--- config.mk ---
export PLATFORM = sky130hd
export DESIGN_NAME = vp_ps2_key_rx
export DESIGN_NICKNAME = d
export VERILOG_FILES = /design/src/rtl/vp_ps2_key_rx.sv
export SDC_FILE = /design/constraint.sdc
export NUM_CORES = 1
export LEC_CHECK = 0
export ABC_AREA = 1
export BUFFER_PORTS_ARGS = -buffer_cell sky130_fd_sc_hd__buf_4
export CAP_MARGIN = 15
export CORE_MARGIN = 8
export CORE_UTILIZATION = 40
export CTS_CLUSTER_SIZE = 40
export DETAILED_ROUTE_END_ITERATION = 8
export GPL_TIMING_DRIVEN = 0
export PLACE_DENSITY = 0.62
export SYNTH_ARGS = -nofsm -noshare
export SYNTH_HDL_FRONTEND = slang
export SYNTH_SLANG_ARGS = --single-unit
--- constraint.sdc ---
create_clock -name clk_i -period 2 [get_ports clk_i]
set_clock_uncertainty 0.1 [all_clocks]
set_input_delay 0.4 -clock clk_i [delete_from_list [all_inputs] [get_ports clk_i]]
set_output_delay 0.4 -clock clk_i [all_outputs]
set_load 0.1 [all_outputs]
--- src/rtl/vp_ps2_key_rx.sv ---
// PS/2 keyboard receiver for the Videopac console front-end.
// Synchronises and debounces the PS/2 lines, deserialises 11-bit frames
// (start, 8 data LSB first, odd parity, stop) and folds the E0/F0 prefixes
// into an 11-bit key event word {toggle, pressed, ext, code[7:0]}.
// A consumer detects a new event by a change in bit 10.
module vp_ps2_key_rx #(
  parameter int FILTER_LEN  = 8,      // 2..15 equal synced samples before the filtered clock moves
  parameter int TIMEOUT_CYC = 20000   // mid-frame stall limit, fits the 16-bit counter
) (
  input  logic        clk_i,
  input  logic        res_n_i,
  input  logic        ps2_clk_i,
  input  logic        ps2_dat_i,
  output logic [10:0] ps2_key_o,
  output logic        frame_err_o,
  output logic        busy_o
);

  typedef enum logic [1:0] {IDLE, DATA, PARITY, STOP} state_t;

  localparam logic [3:0]  FLT_LAST = 4'(FILTER_LEN - 1);
  localparam logic [15:0] TO_LAST  = 16'(TIMEOUT_CYC - 1);

  localparam logic [7:0] CODE_EXT   = 8'hE0;
  localparam logic [7:0] CODE_REL   = 8'hF0;
  localparam logic [7:0] CODE_PAUSE = 8'hE1;

  logic [1:0]  clk_sync;
  logic [1:0]  dat_sync;
  logic        clk_filt;
  logic        clk_filt_d;
  logic [3:0]  flt_cnt;
  logic        fall;
  logic        dat;

  state_t      state;
  state_t      state_d;
  logic [2:0]  bit_cnt;
  logic [7:0]  shift_q;
  logic        par_q;
  logic [15:0] to_cnt;
  logic        to_tick;
  logic        stop_done;
  logic        timeout;
  logic        frame_ok;

  logic        commit_q;
  logic [7:0]  byte_q;
  logic        ext_q;
  logic        rel_q;

  assign dat      = dat_sync[1];
  assign fall     = clk_filt_d & ~clk_filt;
  assign busy_o   = (state != IDLE);
  // Stop bit must be 1 and data plus parity must carry an odd number of ones.
  assign frame_ok = dat & (^{shift_q, par_q});

  // Two-flop synchronisers on both lines, then a run-length filter on the clock.
  // NOTE: preset to 1 (the idle line level) so leaving reset never fakes a falling edge.
  always_ff @(posedge clk_i or negedge res_n_i) begin
    if (!res_n_i) begin
      clk_sync   <= 2'b11;
      dat_sync   <= 2'b11;
      clk_filt   <= 1'b1;
      clk_filt_d <= 1'b1;
      flt_cnt    <= '0;
    end else begin
      // NOTE: non-blocking assignments so every flop samples pre-edge values,
      // which is what makes the two-stage shift a real synchroniser.
      clk_sync   <= {clk_sync[0], ps2_clk_i};
      dat_sync   <= {dat_sync[0], ps2_dat_i};
      clk_filt_d <= clk_filt;
      if (clk_sync[1] == clk_filt) begin
        flt_cnt <= '0;
      end else if (flt_cnt == FLT_LAST) begin
        clk_filt <= clk_sync[1];
        flt_cnt  <= '0;
      end else begin
        flt_cnt <= flt_cnt + 4'd1;
      end
    end
  end

  // Frame FSM next-state logic; a sampling edge takes priority over a timeout.
  always_comb begin
    // NOTE: every output of this block gets a default first, so no path can
    // leave one unassigned and infer a latch.
    state_d   = state;
    stop_done = 1'b0;
    timeout   = 1'b0;
    case (state)
      IDLE:   if (fall && !dat)           state_d = DATA;
      DATA:   if (fall && bit_cnt == 3'd7) state_d = PARITY;
      PARITY: if (fall)                   state_d = STOP;
      STOP:   if (fall) begin
                state_d   = IDLE;
                stop_done = 1'b1;
              end
      default: state_d = IDLE;
    endcase
    if (state != IDLE && !fall && to_cnt == TO_LAST) begin
      state_d = IDLE;
      timeout = 1'b1;
    end
  end

  // FSM state register.
  always_ff @(posedge clk_i or negedge res_n_i) begin
    if (!res_n_i) state <= IDLE;
    else          state <= state_d;
  end

  // Shift register, bit counter, parity capture and the half-rate stall counter.
  always_ff @(posedge clk_i or negedge res_n_i) begin
    if (!res_n_i) begin
      bit_cnt <= '0;
      shift_q <= '0;
      par_q   <= 1'b0;
      to_cnt  <= '0;
      to_tick <= 1'b0;
    end else begin
      if (fall) begin
        case (state)
          IDLE:   bit_cnt <= '0;
          DATA: begin
            shift_q <= {dat, shift_q[7:1]};
            bit_cnt <= bit_cnt + 3'd1;
          end
          PARITY: par_q <= dat;
          default: ;
        endcase
      end
      if (state == IDLE || fall) begin
        to_cnt  <= '0;
        to_tick <= 1'b0;
      end else begin
        to_tick <= ~to_tick;
        if (to_tick) to_cnt <= to_cnt + 16'd1;
      end
    end
  end

  // Error pulse, prefix flags and key word; a good byte is committed one cycle
  // after the stop-bit edge so the word appears two cycles after it.
  always_ff @(posedge clk_i or negedge res_n_i) begin
    if (!res_n_i) begin
      commit_q    <= 1'b0;
      byte_q      <= '0;
      ext_q       <= 1'b0;
      rel_q       <= 1'b0;
      frame_err_o <= 1'b0;
      ps2_key_o   <= '0;
    end else begin
      commit_q    <= stop_done & frame_ok;
      frame_err_o <= (stop_done & ~frame_ok) | timeout;
      if (stop_done) byte_q <= shift_q;
      if ((stop_done && !frame_ok) || timeout) begin
        ext_q <= 1'b0;
        rel_q <= 1'b0;
      end else if (commit_q) begin
        case (byte_q)
          CODE_EXT:   ext_q <= 1'b1;
          CODE_REL:   rel_q <= 1'b1;
          CODE_PAUSE: ;
          default: begin
            ps2_key_o <= {~ps2_key_o[10], ~rel_q, ext_q, byte_q};
            ext_q     <= 1'b0;
            rel_q     <= 1'b0;
          end
        endcase
      end
    end
  end

endmodule

==> metrics.csv, run 1 <==
stage,metric,value,unit
status,status,"finished, final reports clean",
sta,fin_ws,100,ps
setup_path,required,1500,ps
setup_path,cpPeakStageDelay,420,ps
yosys,synth_top_cell_by_area,dfrtp_1,
cts,cts_inserted_buffers,9,
sta,worstMarginPinSlew,797,ps
detailed_routing,postRouteWirelength,6.13,mm
setup_path,worstRegToRegCells,8,
grt,grt_max_degree,65,
die,core-area,7650,um2
power_and_ir_drop,power,4.04,mW
yosys,synth_top_area_frac,0.463,
cts,clk_latency,340,ps
yosys,ys_seq_area_frac,0.513,
placement,post_dp_cell_area,3410,um2
yosys,synth.avg_cell_area,9.14,um2
flow_run,maxCapViolCount,0,
die,die_h,105,um
detailed_routing,viasPerCell,4.89,
sta,final_hold_viol_count,0,
sta,final-setup-viol-count,0,
yosys,synth-seq-cells,64,
cts,clk_pin_slew,70,ps
layout,finalInstanceArea,3640,um2
die,start_util,0.410,
layout,area_growth,16.0,%
layout,final.fill_count,731,
cts,cts_tree,built,
sta,fmax,526,MHz
setup_path,r2r_start,to_cnt[0],
die,num_rows,32,
layout,antenna_cells,0,
grt,grtUsageTotal,0.120,
placement,io_buffers,16,
sta,final_max_slew_viol_count,0,
cts,clockBufferDepth,2,
layout,final_nets,386,
cts,cts_hold_buf,0,
setup_path,crit_path_start,state[1],
yosys,ys_types,39,
yosys,yosysWarnings,0,
cts,htree_levels,3,
placement,dp_slack,112,ps
yosys,synth_area,3140,um2
power_and_ir_drop,power_density,1110,nW/um2
die,boundaryPins,17,
sta,rsz0062_at_grt,true,
grt,grt_pass1_vias,2328,
layout,multi_input_area,1370,um2
layout,ff_latch_area,1610,um2
setup_path,worst-path-max-fanout,4,
yosys,synth_nets,356,
power_and_ir_drop,max-vdd-ir-drop,0.000782,V
grt,grt_overflow,0,
hold_path,hold_path_class,in -> async,
setup_path,critPathSlowestCell,dfrtp_1,
grt,grt_antenna_before_repair,0,
cts,cts-root-buf,clkbuf_8,
grt,grt_pass1_wl,10.8,mm
placement,place_congestion,0.808,
yosys,synth_edf_count,0,
cts,clock-sinks,64,
sta,min_period,1900,ps
power_and_ir_drop,leakagePower,1.66,nW
setup_path,worstPathArrival,1400,ps
detailed_routing,drtPass1Iterations,4,
detailed_routing,detail-route-antenna-nets,0,
placement,hpwl,4.28,mm
setup_path,end_kind,output port,
setup_path,crit_type,reg -> out,
detailed_routing,drc,0,
die,design.die.area,10900,um2
sta,period_share,0.950,
layout,drive_gt1_frac,0.262,
detailed_routing,routedWlPerCell,12.8,um
yosys,synth-async-reset-ratio,1.00,
yosys,synth_flop_cell,dfrtp_1,
detailed_routing,drt_iter0_drc,118,
sta,tns,0,ps
die,dieWidth,105,um
yosys,synth_cells,343,
setup_path,path_cells,inv_2 > ha_4 > clkinvlp_4 > buf_4,
setup_path,crit_path_start_kind,flip-flop,
detailed_routing,vias,2348,
yosys,synth.area.top_cells,"dfrtp_1 (46%), nand2_1 (8.4%), dfstp_2 (5.0%), inv_1 (4.4%), o21ai_0 (4.2%)",
sta,slew-limit-headroom,0.469,
-- per-layer routing --
metal	part of all wire	global-route usage	vias up
li1	-	-	1182
met3	0.038	0.0270	12
met2	0.45	0.175	37
met1	0.48	0.157	1117
met4	0.025	0.0765	0
met5	0	0	-
-- layout by cell type, fill, tap and decap left out, types with 2 or more instances in the layout --
| cell type | Yosys | routed |
|---|---|---|
| nor2_4 | 2 | 3 |
| nor2_2 | 3 | 3 |
| nor4_1 | 4 | 4 |
| a21oi_1 | 14 | 14 |
| nand3_2 | 4 | 4 |
| o21ai_0 | 26 | 25 |
| nor3_2 | 2 | 2 |
| o21ai_2 | 10 | 11 |
| nor3_1 | 15 | 15 |
| nor2_1 | 20 | 19 |
| clkbuf_1 | 3 | 4 |
| nand4_1 | 5 | 5 |
| buf_6 | 2 | 2 |
| xnor2_1 | 4 | 4 |
| buf_4 | 0 | 19 |
| clkinvlp_4 | 0 | 3 |
| inv_1 | 37 | 34 |
| dfstp_2 | 6 | 6 |
| nand2_4 | 3 | 3 |
| ha_1 | 9 | 8 |
| nand3b_1 | 2 | 2 |
| inv_2 | 6 | 8 |
| nand2_2 | 12 | 13 |
| nand3_1 | 10 | 10 |
| dfrtp_1 | 58 | 58 |
| nand2_1 | 70 | 69 |
| clkbuf_8 | 0 | 9 |
| clkinv_2 | 0 | 3 |
-- critical path, delay by kind of cell (launching register included) --
kind / cells / cell delay (ps)
flip-flops: 1 / 420
adder cells (fa/ha/maj): 1 / 170
buffers and inverters: 3 / 470
-- cell type report --
class | instances | share of cell area
inverters | 43 | 0.0454
plain buffers | 6 | 0.0107
flip-flops and latches | 64 | 0.442
clock inverters | 6 | 0.0165
multi-input cells | 230 | 0.376
well taps | 102 | 0.0351
clock buffers | 10 | 0.0351
repair buffers | 19 | 0.0392
-- what timing repair did --
action	in CTS	in global routing
endpoints found under the setup margin	0	6
gates resized for setup	0	4
buffers inserted	0	3
-- flip-flops by register name, summed over array words and instances, names as in the netlist --
register,count
bit_cnt,3
flt_cnt,4
par_q,1
to_cnt,16
ps2_key_o,11
clk_filt,1
dat_sync,2
shift_q,8
state,2
clk_sync,2
ext_q,1
byte_q,8
clk_filt_d,1
to_tick,1
rel_q,1
frame_err_o,1
commit_q,1
-- path summary, 6_finish.rpt --
kind	end	slack [ps]
worst min register to register	clk_sync[1]	260
worst max-delay path	busy_o	100
worst min-delay path	to_cnt[11]	20
max in group asynchronous	bit_cnt[1]	1230
worst max register to register	ps2_key_o[8]	130
min in group clk_i	dat_sync[0]	60
-- cells in the mapped netlist, types with 3 or more instances --
| library cell | count |
|---|---|
| nand2_1 | 70 |
| dfrtp_1 | 58 |
| inv_1 | 37 |
| o21ai_0 | 26 |
| nor2_1 | 20 |
| nor3_1 | 15 |
| a21oi_1 | 14 |
| nand2_2 | 12 |
| nand3_1 | 10 |
| o21ai_2 | 10 |
| ha_1 | 9 |
| dfstp_2 | 6 |
| inv_2 | 6 |
| nand4_1 | 5 |
| nand3_2 | 4 |
| nor4_1 | 4 |
| xnor2_1 | 4 |
| clkbuf_1 | 3 |
| nand2_4 | 3 |
| nor2_2 | 3 |
-- per-stage QoR --
step,utilization,hold slack [ps],instances
3_3_place_gp,0.446,246,461
3_5_place_dp,0.446,249,461
5_1_grt,0.476,48.3,480
6_report,0.476,20.8,480
4_1_cts,0.471,46.8,477
2_1_floorplan,-,4.41,343
-- where the power goes --
group,internal [mW],leakage (nW),switching [mW]
logic,0.439,0.709,0.884
registers,1.48,0.858,0.150
clock network,0.569,0.0920,0.510
-- cell families after synthesis --
logic type	Yosys count	share of synthesized area
xor+xnor	5	0.0140
flops	64	0.513
simple gates	158	0.261
buf+inv	49	0.0638
compound gates	58	0.113
fa+ha+maj	9	0.0359
Note: power is estimated with default switching activity, not from simulation.
==> run 2, diff against run 1 <==
- CAP_MARGIN: 15 -> 20
- PLACE_DENSITY: 0.62 -> 0.66
==> metrics.csv, run 2 (synthesized netlist as in run 1, its figures left out) <==
stage,metric,value,unit,change
layout,finalInstanceArea,3600,um2,was 3640 um2
detailed_routing,vias,2303,,was 2348
setup_path,crit_path_start_kind,flip-flop,,unchanged
status,status,"finished, final reports clean",,unchanged
detailed_routing,detail-route-antenna-nets,0,,unchanged
power_and_ir_drop,sw_frac_of_total,0.392,,was 0.382
sta,rsz0062_at_grt,true,,unchanged
detailed_routing,routedWlPerCell,12.4,um,was 12.8 um
die,core-area,7650,um2,unchanged
placement,dp.cells,461,,unchanged
sta,period_share,0.937,,was 0.950
setup_path,r2r_start,state[0],,was to_cnt[0]
layout,drive_gt1_frac,0.256,,was 0.262
power_and_ir_drop,p_int,2.34,mW,was 2.49 mW
setup_path,worstPathArrival,1370,ps,was 1400 ps
setup_path,worst-path-max-fanout,4,,unchanged
placement,io_buffers,16,,unchanged
power_and_ir_drop,power.switching,1.50,mW,was 1.54 mW
layout,antenna_cells,0,,unchanged
power_and_ir_drop,power_frac_clock,0.246,,was 0.267
setup_path,required,1500,ps,about the same
die,boundaryPins,17,,unchanged
detailed_routing,drt_iter0_drc,120,,was 118
sta,fmax,533,MHz,was 526 MHz
grt,grtUsageTotal,0.117,,was 0.120
grt,grt_pass1_vias,2300,,was 2328
sta,fin_hold_ws,49.2,ps,was 20.8 ps
grt,grt_max_degree,65,,unchanged
detailed_routing,viasPerCell,4.83,,was 4.89
layout,layout_common_cells,"nand2_1 (70), dfrtp_1 (58), inv_1 (34)",,"was nand2_1 (69), dfrtp_1 (58), inv_1 (34)"
layout,area_growth,14.7,%,was 16.0%
die,dieWidth,105,um,unchanged
layout,finalNonFillerCells,477,,was 480
grt,grt_pass1_wl,10.4,mm,was 10.8 mm
sta,tns,0,ps,unchanged
sta,final_max_slew_viol_count,0,,unchanged
layout,final_nets,383,,was 386
hold_path,hold_path_class,in -> async,,unchanged
layout,top_regs,"to_cnt (16), ps2_key_o (11)",,unchanged
power_and_ir_drop,max-vdd-ir-drop,0.000648,V,was 0.000782 V
power_and_ir_drop,pwr-share-comb,0.330,,was 0.328
cts,clock-sinks,64,,unchanged
cts,htree_levels,3,,unchanged
cts,cts_hold_buf,0,,unchanged
layout,final.fill_count,734,,was 731
sta,slew-limit-headroom,0.476,,was 0.469
flow_run,maxCapViolCount,0,,unchanged
cts,cts_setup_buffers,0,,unchanged
detailed_routing,drtPass1Iterations,4,,unchanged
placement,post_dp_cell_area,3410,um2,unchanged
layout,final_common_cell,nand2_1,,unchanged
cts,cts_inserted_buffers,9,,unchanged
placement,place_congestion,0.844,,was 0.808
die,num_rows,32,,unchanged
detailed_routing,drc,0,,unchanged
grt,grt_overflow,0,,unchanged
grt,grt_antenna_before_repair,0,,unchanged
setup_path,crit_type,reg -> out,,unchanged
die,start_util,0.410,,unchanged
setup_path,crit_path_start,state[0],,was state[1]
die,die_h,105,um,unchanged
layout,regMostFlops,to_cnt,,unchanged
power_and_ir_drop,power_frac_seq,0.424,,was 0.405
power_and_ir_drop,leakagePower,1.64,nW,was 1.66 nW
setup_path,end_kind,output port,,unchanged
power_and_ir_drop,power_density,1070,nW/um2,was 1110 nW/um2
die,design.die.area,10900,um2,unchanged
setup_path,cpPeakStageDelay,410,ps,was 420 ps
setup_path,path_cells,inv_2 > ha_4 > clkinvlp_4 > buf_4,,unchanged
cts,clockBufferDepth,2,,unchanged
layout,largest_reg_flops,16,,unchanged
detailed_routing,postRouteWirelength,5.92,mm,was 6.13 mm
sta,worstMarginPinSlew,786,ps,was 797 ps
placement,hpwl,4.19,mm,was 4.28 mm
sta,min_period,1870,ps,was 1900 ps
cts,clk_latency,340,ps,about the same
sta,final-setup-viol-count,0,,unchanged
sta,final_hold_viol_count,0,,unchanged
cts,cts_tree,built,,unchanged
cts,cts-root-buf,clkbuf_8,,unchanged
cts,clk_pin_slew,70,ps,about the same
setup_path,critPathSlowestCell,dfrtp_1,,unchanged
-- run 2: changes by cell type in the layout (fill, tap and decap cells not counted), sizes merged --
cell      previous run  this run
buf                 22        19
bufinv               1         0
clkinv               3         5
clkinvlp             3         2
-- run 2: power by group through the flow --
stage                     Combinational [mW]  Sequential (mW)  Clock [mW]
after floorplan                        0.953             1.68           0
after global placement                  1.22             1.64           0
final                                   1.27             1.63       0.943
after CTS                               1.27             1.63       0.969
after detailed placement                1.27             1.65           0
after global routing                    1.45             1.66        1.02
-- run 2: stage by stage --
| step | setup WS, ps | utilization | power, mW |
|---|---|---|---|
| CTS | 105 | 0.468 | 3.87 |
| finish | 125 | 0.470 | 3.84 |
| detailed placement | 133 | 0.446 | 2.92 |
| global route | -14.4 | 0.470 | 4.12 |
| floorplan | -184 | - | 2.63 |
| global placement | 161 | 0.446 | 2.87 |
-- run 2: worst paths after layout --
check	endpoint	slack, ps	cells past startpoint
worst max-delay path	busy_o	130	4
worst min-delay path	to_cnt[8]	50	1
worst max register to register	to_cnt[12]	130	12
worst min register to register	dat_sync[1]	260	0
min in group clk_i	clk_sync[0]	60	1
max in group asynchronous	ps2_key_o[2]	1250	1
-- run 2: worst max-delay path, delay by kind of cell, from the launching register on --
kind / cells / cell delay, ps
adder cells (fa/ha/maj): 1 / 160
buffers and inverters: 3 / 470
flip-flops: 1 / 410
-- run 2: final cells by class --
| cell class | instances | area (um2) | area share |
|---|---|---|---|
| Sequential cell | 64 | 1610 | 0.447 |
| Clock buffer | 10 | 128 | 0.0355 |
| Multi-Input combinational cell | 230 | 1370 | 0.382 |
| Tap cell | 102 | 128 | 0.0355 |
| Clock inverter | 6 | 36.3 | 0.0101 |
| Buffer | 6 | 38.8 | 0.0108 |
| Inverter | 43 | 165 | 0.0459 |
| Timing Repair Buffer | 16 | 120 | 0.0334 |
-- run 2: timing repair --
| item | 4_1_cts | 5_1_grt |
|---|---|---|
| endpoints found under the hold margin | 0 | 0 |
| gates resized for setup | 0 | 5 |
| setup endpoints to repair | 0 | 13 |
-- run 2: layer usage --
metal,vias up,part of all wire,GRT usage
met5,-,0,0
met1,1082,0.49,0.145
li1,1177,-,-
met2,34,0.45,0.178
met4,0,0.022,0.0745
met3,10,0.036,0.0289
